$ cat config.mk
export PLATFORM = sky130hd
export DESIGN_NAME = reg_bank
export DESIGN_NICKNAME = d
export VERILOG_FILES = /design/src/rtl/reg_bank.sv
export SDC_FILE = /design/constraint.sdc
export NUM_CORES = 1
export LEC_CHECK = 0
export CAP_MARGIN = 20
export CELL_PAD_IN_SITES_DETAIL_PLACEMENT = 2
export CELL_PAD_IN_SITES_GLOBAL_PLACEMENT = 2
export CORE_MARGIN = 3
export CORE_UTILIZATION = 52
export CTS_BUF_LIST = sky130_fd_sc_hd__clkbuf_2 sky130_fd_sc_hd__clkbuf_4 sky130_fd_sc_hd__clkbuf_8
export CTS_CLUSTER_DIAMETER = 50
export DETAILED_ROUTE_END_ITERATION = 6
export PLACE_DENSITY_LB_ADDON = 0.1
export SKIP_LAST_GASP = 1
export SLEW_MARGIN = 25
export SYNTH_ARGS = -nofsm -noshare
export SYNTH_HDL_FRONTEND = slang
export SYNTH_SLANG_ARGS = --single-unit
$ cat constraint.sdc
create_clock -name clk -period 5.8 [get_ports clk]
set_clock_uncertainty 0.05 [all_clocks]
set_input_delay 0.58 -clock clk [delete_from_list [all_inputs] [get_ports clk]]
set_output_delay 0.58 -clock clk [all_outputs]
set_load 0.01 [all_outputs]
$ cat src/rtl/reg_bank.sv
`default_nettype none
// ============================================================================
//  Module   : reg_bank
//  Purpose  : Parametrised register-file bank with a valid/ready command port,
//             registered dual read ports and a self-timed sequential clear
//             sweep that also runs automatically after reset.
//  Revision : 1.0 - initial release
// ============================================================================
module reg_bank #(
    parameter int DATA_W = 16,
    parameter int ADDR_W = 4
) (
    input  logic              clk,
    input  logic              rst_n,
    input  logic              cmd_valid,
    output logic              cmd_ready,
    input  logic [1:0]        cmd_op,
    input  logic [ADDR_W-1:0] rd_addr_a,
    input  logic [ADDR_W-1:0] rd_addr_b,
    input  logic [ADDR_W-1:0] wr_addr,
    input  logic [DATA_W-1:0] wr_data,
    output logic              rd_valid,
    output logic [DATA_W-1:0] rd_data_a,
    output logic [DATA_W-1:0] rd_data_b,
    output logic              busy
);

    localparam int DEPTH = 1 << ADDR_W;

    // Command opcodes
    localparam logic [1:0] c_OP_WRITE      = 2'b00;
    localparam logic [1:0] c_OP_READ_WRITE = 2'b01;
    localparam logic [1:0] c_OP_CLEAR      = 2'b10;
    localparam logic [1:0] c_OP_READ       = 2'b11;

    // FSM encoding
    localparam logic [0:0] c_ST_IDLE     = 1'b0;
    localparam logic [0:0] c_ST_CLEARING = 1'b1;

    // Last sweep index; reaching it ends the clear
    localparam logic [ADDR_W-1:0] c_LAST_IDX = {ADDR_W{1'b1}};

    logic [0:0]        r_state;
    logic [0:0]        w_state_nxt;
    logic [ADDR_W-1:0] r_clr_idx;
    logic [DATA_W-1:0] r_mem [DEPTH];

    logic              w_accept;
    logic              w_rd_cmd;
    logic              w_mem_we;
    logic [ADDR_W-1:0] w_mem_waddr;
    logic [DATA_W-1:0] w_mem_wdata;

    // A command only counts when the handshake completes in IDLE
    assign w_accept = cmd_valid && cmd_ready;
    assign w_rd_cmd = w_accept && ((cmd_op == c_OP_READ) || (cmd_op == c_OP_READ_WRITE));

    // State register; reset lands in CLEARING so the array is swept before use
    always_ff @(posedge clk or negedge rst_n) begin
        if (!rst_n) begin
            r_state <= c_ST_CLEARING;
        end else begin
            r_state <= w_state_nxt;
        end
    end

    // Next-state logic: CLEAR starts a sweep, the last entry ends it
    always_comb begin
        w_state_nxt = r_state;
        case (r_state)
            c_ST_IDLE: begin
                if (w_accept && (cmd_op == c_OP_CLEAR)) begin
                    w_state_nxt = c_ST_CLEARING;
                end
            end
            c_ST_CLEARING: begin
                if (r_clr_idx == c_LAST_IDX) begin
                    w_state_nxt = c_ST_IDLE;
                end
            end
            default: w_state_nxt = c_ST_CLEARING;
        endcase
    end

    // Output decode: handshake status and the single memory write port
    always_comb begin
        cmd_ready   = 1'b0;
        busy        = 1'b1;
        w_mem_we    = 1'b0;
        w_mem_waddr = r_clr_idx;
        w_mem_wdata = '0;
        case (r_state)
            c_ST_IDLE: begin
                cmd_ready = 1'b1;
                busy      = 1'b0;
                if (w_accept && ((cmd_op == c_OP_WRITE) || (cmd_op == c_OP_READ_WRITE))) begin
                    w_mem_we    = 1'b1;
                    w_mem_waddr = wr_addr;
                    w_mem_wdata = wr_data;
                end
            end
            c_ST_CLEARING: begin
                w_mem_we    = 1'b1;
                w_mem_waddr = r_clr_idx;
                w_mem_wdata = '0;
            end
            default: begin
                cmd_ready = 1'b0;
                busy      = 1'b1;
            end
        endcase
    end

    // Sweep index: restarts at 0 on CLEAR, advances every sweep cycle and wraps
    always_ff @(posedge clk or negedge rst_n) begin
        if (!rst_n) begin
            r_clr_idx <= '0;
        end else if (r_state == c_ST_CLEARING) begin
            r_clr_idx <= r_clr_idx + 1'b1;
        end else if (w_accept && (cmd_op == c_OP_CLEAR)) begin
            r_clr_idx <= '0;
        end
    end

    // Storage array; contents are only ever changed on a clock edge
    always_ff @(posedge clk) begin
        if (w_mem_we) begin
            r_mem[w_mem_waddr] <= w_mem_wdata;
        end
    end

    // Registered read ports; sample the pre-write contents for read-before-write
    always_ff @(posedge clk or negedge rst_n) begin
        if (!rst_n) begin
            rd_valid  <= 1'b0;
            rd_data_a <= '0;
            rd_data_b <= '0;
        end else begin
            rd_valid <= w_rd_cmd;
            if (w_rd_cmd) begin
                rd_data_a <= r_mem[rd_addr_a];
                rd_data_b <= r_mem[rd_addr_b];
            end
        end
    end

endmodule
`default_nettype wire
==> flow_metrics.tcl, run 1 <==
set metrics [dict create \
    fp-row-count 57 \
    max-vdd-ir-drop_mv 0.297 \
    die_area_mm2 0.0275 \
    synth-async-reset-ratio_pct 12.9 \
    cts_root_buffer "clkbuf_8" \
    clk_pin_slew_worst_paths_ns 0.06 \
    status "finished, final reports clean" \
    yosys.area.top_type "edfxtp_1" \
    core-area_mm2 0.0247 \
    vias_per_cell 7.05 \
    grt_max_degree 52 \
    reg2reg_to "r_mem[12][12]" \
    dp_cells 1075 \
    cp_slowest_cell "a31oi_1" \
    yosys.area_share.adder_pct 0.0940 \
    avgSynthCellArea_um2 18.5 \
    max_stage_delay_ns 0.90 \
    vias 8246 \
    num_antenna_cells 0 \
    setup_tns_ns 0 \
    rrSetupSlack_ns 2.65 \
    place.gp.congestion 0.825 \
    grt_pass1_vias 9198 \
    drv_cap 0 \
    cts-resized-gates 0 \
    seq_area_frac_synth_pct 64.9 \
    drive_above_1_share_pct 30.5 \
    worstSetupStartpointType "primary input" \
    synth-xor-area-share_pct 0.0658 \
    setup_viol 0 \
    crit_path_start "cmd_valid" \
    layout.nets 838 \
    setup.worst_path.class "primary input to flip-flop" \
    grt_pass1_wl_um 67300 \
    synth_edf_count 256 \
    end_kind "flip-flop" \
    max_freq_mhz 307 \
    internal-power_uw 4420 \
    finalMaxSlewViolations 0 \
    critPathBufInv 2 \
    synth_top_area_share_pct 57.8 \
    numCtsBuffers 49 \
    holdCritPathClass "flip-flop to flip-flop" \
    overflow 0 \
    worstHoldPathCells 2 \
    rsz0062_at_grt "false" \
    max_slew_margin_pct 19.4 \
    p_clk_share_pct 30.5 \
    cts_sinks 294 \
    synth-compound-area-share_pct 4.71 \
    clk_path_buf_depth 3 \
    finalHoldViolations 0 \
    syn_inst 721 \
    synth_ff_type "edfxtp_1" \
    ios 68 \
    drt_first_pass_iters 5 \
    n_fill_cell 1963 \
    period_needed_ns 3.26 \
    crit_family "simple AND/OR/NAND/NOR gates" \
    synth_cell_types 42 \
    p_total_uw 6470 \
    die_w_um 166 \
    synth_top_family_by_area "multiplexers" \
    syn_nets 755 \
    cp.required_ns 5.98 \
    rr_worst_depth 5 \
    crit_fanout 16 \
    initial_core_util_pct 53.8 \
    antenna_left 0 \
    synthMuxAreaShare_pct 25.0 \
    synth.most_common_cell "edfxtp_1" \
    sw_frac_of_total_pct 31.7 \
    p_comb_share_pct 22.5 \
    p_sw_uw 2050 \
    worstMarginPinSlew_ns 1.20 \
    fin_ws_ns 2.54 \
    hp-start "rd_data_a[7]" \
    wl_per_cell_um 40.0 \
    antenna_found_initial 0 \
    ys_warn_count 0 \
    power_density_mw_per_mm2 420 \
    yosys-top-cells-count "edfxtp_1, mux4_2, mux2i_1" \
    syn_to_final_growth_pct 15.9 \
    drc 0 \
    hold_path_end "rd_data_a[7]" \
    hpwl_um 28300 \
    synth_seq_cells 294 \
    die_height_um 166 \
    post-place-ws_ns 1.71 \
    crit_chain "clkdlybuf4s50_1, nor3b_4, buf_8, nor3_1, a31oi_1, nor2_4" \
    final_cell_count_no_fill 1169 \
    io_buffer_count 67 \
    htreeDepth 2 \
    grtUsageTotal_pct 33.5 \
    yosys-top-cells-area "edfxtp_1, mux4_2, dfrtp_1" \
    drtIter0Drc 979 \
    wl_um 46700 \
    arrival_ns 3.44 \
    fin_crit_sh_pct 56.2 \
    synth-simple-area-share_pct 3.17 \
    tritoncts "yes" \
    p_seq_share_pct 47.0 \
    r2r_start "r_state" \
    clock_latency_ns 0.59 \
    cellLeakagePower_uw 0.00530 \
    syn_area_mm2 0.0133 \
]
timing repair:
action,4_1_cts,5_1_grt
hold buffers,0,1
buffers inserted,0,0
endpoints found under the hold margin,0,33
cells by family after synthesis:
family | count (synthesis)
AO/OA/AOI/OAI | 92
XOR/XNOR | 1
adder cells (fa/ha/maj) | 1
buffers and inverters | 57
flip-flops | 294
multiplexers | 190
AND/OR/NAND/NOR | 86
worst min-delay path, cell delays in order, from the launching register on:
cell and delay [ns]:
dfrtp_1 0.34, nand2_1 0.05, o211ai_1 0.08
state kept, by name (all words and copies together), names as in the netlist:
name	flops
rd_valid	1
r_mem	256
r_clr_idx	4
rd_data_b	16
rd_data_a	16
r_state	1
worst max-delay path by stage:
stage / to / depth (start not counted)
after floorplan: r_mem[11][0] / 4
after global placement: r_mem[7][3] / 4
after detailed placement: r_mem[12][12] / 4
after CTS: r_mem[2][3] / 4
after global routing: r_mem[12][2] / 6
final: r_mem[12][12] / 6
power groups by stage:
stage          Sequential, uW  Combinational [uW]  Clock (uW)
6_report                 3040                1460        1970
2_1_floorplan            2960                 676           0
3_3_place_gp             2980                1250           0
3_5_place_dp             3050                1350           0
4_1_cts                  3020                1390        1980
5_1_grt                  3070                1540        2070
area by class of cell:
class | count | area (um2) | share of cell area, %
clock inverters | 15 | 96.3 | 0.625
repair buffers | 80 | 752 | 4.88
well taps | 324 | 405 | 2.63
multi-input cells | 370 | 4540 | 29.4
clock buffers | 77 | 953 | 6.18
flip-flops and latches | 294 | 8640 | 56.0
inverters | 9 | 33.8 | 0.219
metrics by stage:
stage	hold slack [ns]	util, %	area [um2]
detailed placement	0.463	57.5	14200
global route	0.505	62.3	15400
finish	0.467	62.3	15400
global placement	0.448	57.5	14200
CTS	0.173	61.8	15300
floorplan	0.234	-	13300
layer usage:
metal / track usage (%) / vias to the layer above / wire length, um
met5: 0 / - / 0
met4: 12.3 / 0 / 2040
met2: 57.7 / 517 / 24000
met3: 6.09 / 117 / 3180
met1: 43.1 / 4424 / 17500
li1: - / 3188 / -
placed cells by master (no fill, tap or decap), types with 2 or more instances in the layout:
cell / instances
a221oi_1: 14
mux4_2: 112
clkdlybuf4s50_1: 60
and2_1: 17
edfxtp_1: 256
clkinv_2: 8
o211ai_1: 14
nand3_1: 3
buf_2: 5
mux2_2: 16
a31oi_2: 3
a21oi_1: 2
clkbuf_4: 17
nor3_1: 2
nor2_1: 5
dfrtp_1: 37
inv_1: 8
a32oi_1: 2
nor2_4: 16
clkbuf_8: 60
clkinv_1: 5
a22oi_1: 15
nor3b_1: 2
o21ai_0: 34
nor2b_1: 3
nand4_1: 2
nand2_1: 30
mux2i_1: 62
buf_4: 12
a221o_1: 2
Power figures use the tool's default switching activity.
==> run 2: changes to the inputs <==
--- a/config.mk
+++ b/config.mk
@@ -9,7 +9,7 @@
 export CELL_PAD_IN_SITES_DETAIL_PLACEMENT = 2
 export CELL_PAD_IN_SITES_GLOBAL_PLACEMENT = 2
 export CORE_MARGIN = 3
-export CORE_UTILIZATION = 52
+export CORE_UTILIZATION = 43
 export CTS_BUF_LIST = sky130_fd_sc_hd__clkbuf_2 sky130_fd_sc_hd__clkbuf_4 sky130_fd_sc_hd__clkbuf_8
 export CTS_CLUSTER_DIAMETER = 50
 export DETAILED_ROUTE_END_ITERATION = 6
==> constraint.sdc (replaced) <==
create_clock -name clk -period 2.9 [get_ports clk]
set_clock_uncertainty 0.05 [all_clocks]
set_input_delay 0.29 -clock clk [delete_from_list [all_inputs] [get_ports clk]]
set_output_delay 0.29 -clock clk [all_outputs]
set_load 0.01 [all_outputs]
==> flow_metrics.tcl, run 2 (synthesis results as in run 1) <==
set metrics [dict create \
    finalHoldViolations 0 \
    setup.worst_path.class "flip-flop to flip-flop" \
    clock_latency_ns 0.56 \
    core-area_mm2 0.0300 \
    cts_root_buffer "clkbuf_8" \
    final_common_cell "edfxtp_1" \
    htreeDepth 2 \
    top_regs "r_mem x256, rd_data_a x16, rd_data_b x16" \
    cellLeakagePower_uw 0.00551 \
    post_cts.repair.setup_buffers 0 \
    die_area_mm2 0.0331 \
    regMostFlops "r_mem" \
    final_cell_mix "edfxtp_1, mux4_2, mux2i_1" \
    max_slew_margin_pct 32.8 \
    overflow 0 \
    numCtsBuffers 51 \
    crit_fanout 9 \
    drt_first_pass_iters 5 \
    vias_per_cell 6.32 \
    critPathBufInv 2 \
    grt_pass1_wl_um 63100 \
    initial_core_util_pct 44.3 \
    layout.nets 878 \
    die_height_um 182 \
    setup_viol 0 \
    worstMarginPinSlew_ns 1.01 \
    holdCritPathClass "primary input to asynchronous set/reset pin" \
    cts_sinks 294 \
    crit_family "simple AND/OR/NAND/NOR gates" \
    wl_um 42900 \
    worst_hold_slack_ns 0.220 \
    max_freq_mhz 377 \
    arrival_ns 2.87 \
    period_needed_ns 2.65 \
    wl_per_cell_um 33.7 \
    power_density_mw_per_mm2 797 \
    rsz0062_at_grt "false" \
    max_stage_delay_ns 0.89 \
    worstSetupStartpointType "flip-flop" \
    end_kind "flip-flop" \
    fin_crit_sh_pct 91.4 \
    grt_pass1_vias 9122 \
    antenna_found_initial 1 \
    ios 68 \
    fp-row-count 63 \
    p_total_uw 12600 \
    grtUsageTotal_pct 26.2 \
    io_buffer_count 67 \
    place.gp.congestion 0.822 \
    drtIter0Drc 955 \
    clk_pin_slew_worst_paths_ns 0.06 \
    cp.required_ns 3.12 \
    largest_reg_flops 256 \
    max-vdd-ir-drop_mv 0.352 \
    cts-resized-gates 0 \
    vias 8037 \
    grt_max_degree 53 \
    cp_slowest_cell "nor2_2" \
    tritoncts "yes" \
    status "finished, final reports clean" \
    hpwl_um 27800 \
    clk_path_buf_depth 3 \
    crit_chain "nor3b_4, buf_4, nor3_1, a31oi_1, nor2_2, buf_12" \
    post-place-ws_ns -0.0137 \
    drive_above_1_share_pct 32.6 \
    drv_cap 0 \
    finalMaxSlewViolations 0 \
    drc 0 \
    antenna_left 0 \
    syn_to_final_growth_pct 19.1 \
    die_w_um 182 \
    fin_ws_ns 0.249 \
    cts_hold_buf 1 \
]
run 2: cell types whose count changed in the layout (fill, tap and decap cells not counted), moves of 3 or more:
cell,before,now
a31oi_1,1,4
a31oi_2,3,0
buf_12,0,15
buf_4,12,37
clkbuf_4,17,20
clkbuf_8,60,56
clkinv_1,5,8
clkinv_2,8,4
nor2_2,0,13
nor2_4,16,3
run 2: layout make-up:
cell class / count / area, um2
Fill cell: 2617 / 14200
Sequential cell: 294 / 8640
Multi-Input combinational cell: 370 / 4450
Timing Repair Buffer: 118 / 1210
Clock buffer: 76 / 921
Tap cell: 390 / 488
Clock inverter: 14 / 87.6
Inverter: 9 / 33.8
Antenna cell: 1 / 2.50
run 2: worst paths after layout:
| path | startpoint | to | slack, ns | cells after the start |
|---|---|---|---|---|
| max | r_state | r_mem[12][5] | 0.25 | 6 |
| min | rst_n | rd_data_a[9] | 0.22 | 2 |
| max reg2reg | r_state | r_mem[12][5] | 0.25 | 6 |
| min reg2reg | rd_data_a[4] | rd_data_a[4] | 0.47 | 2 |
| max in group asynchronous | rst_n | rd_data_a[0] | 2.14 | 2 |
| min in group clk | rd_addr_b[1] | rd_data_b[1] | 0.25 | 3 |
run 2: routing by layer:
layer  vias to the layer above  track usage [%]  wire length [um]
li1                       3260                -                 -
met1                      4315             35.1             17300
met2                       378             43.9             21400
met3                        82             4.51              2820
met4                         2             8.65              1320
met5                         -                0                13
run 2: where the power goes:
group	leakage [uW]	internal [uW]	switching [uW]	total (uW)
Combinational	0.00212	1320	1610	2930
Clock	0.000537	2100	1650	3760
Sequential	0.00286	5470	467	5940
Total	0.00551	8900	3730	12600
run 2: worst reg2reg max path, cell delays in order, from the launching register on:
cell,delay (ns)
dfstp_2,0.61
nor3b_4,0.07
buf_4,0.17
nor3_1,0.16
a31oi_1,0.20
nor2_2,0.89
buf_12,0.22
run 2: through the flow:
step / utilization (%) / area [um2] / TNS [ns] / cells
after floorplan: - / 13300 / 0 / 721
after global placement: 49.3 / 14800 / -0.668 / 1180
after detailed placement: 49.3 / 14800 / -0.165 / 1180
after CTS: 52.7 / 15800 / 0 / 1271
after global routing: 52.7 / 15800 / 0 / 1271
final: 52.7 / 15800 / 0 / 1272
==> run 3: changes to the inputs <==
--- a/config.mk
+++ b/config.mk
@@ -19,3 +19,4 @@
 export SYNTH_ARGS = -nofsm -noshare
 export SYNTH_HDL_FRONTEND = slang
 export SYNTH_SLANG_ARGS = --single-unit
+export TNS_END_PERCENT = 50
==> results of run 3 <==
The final DEF is identical to that of run 2; final timing and power are the same.
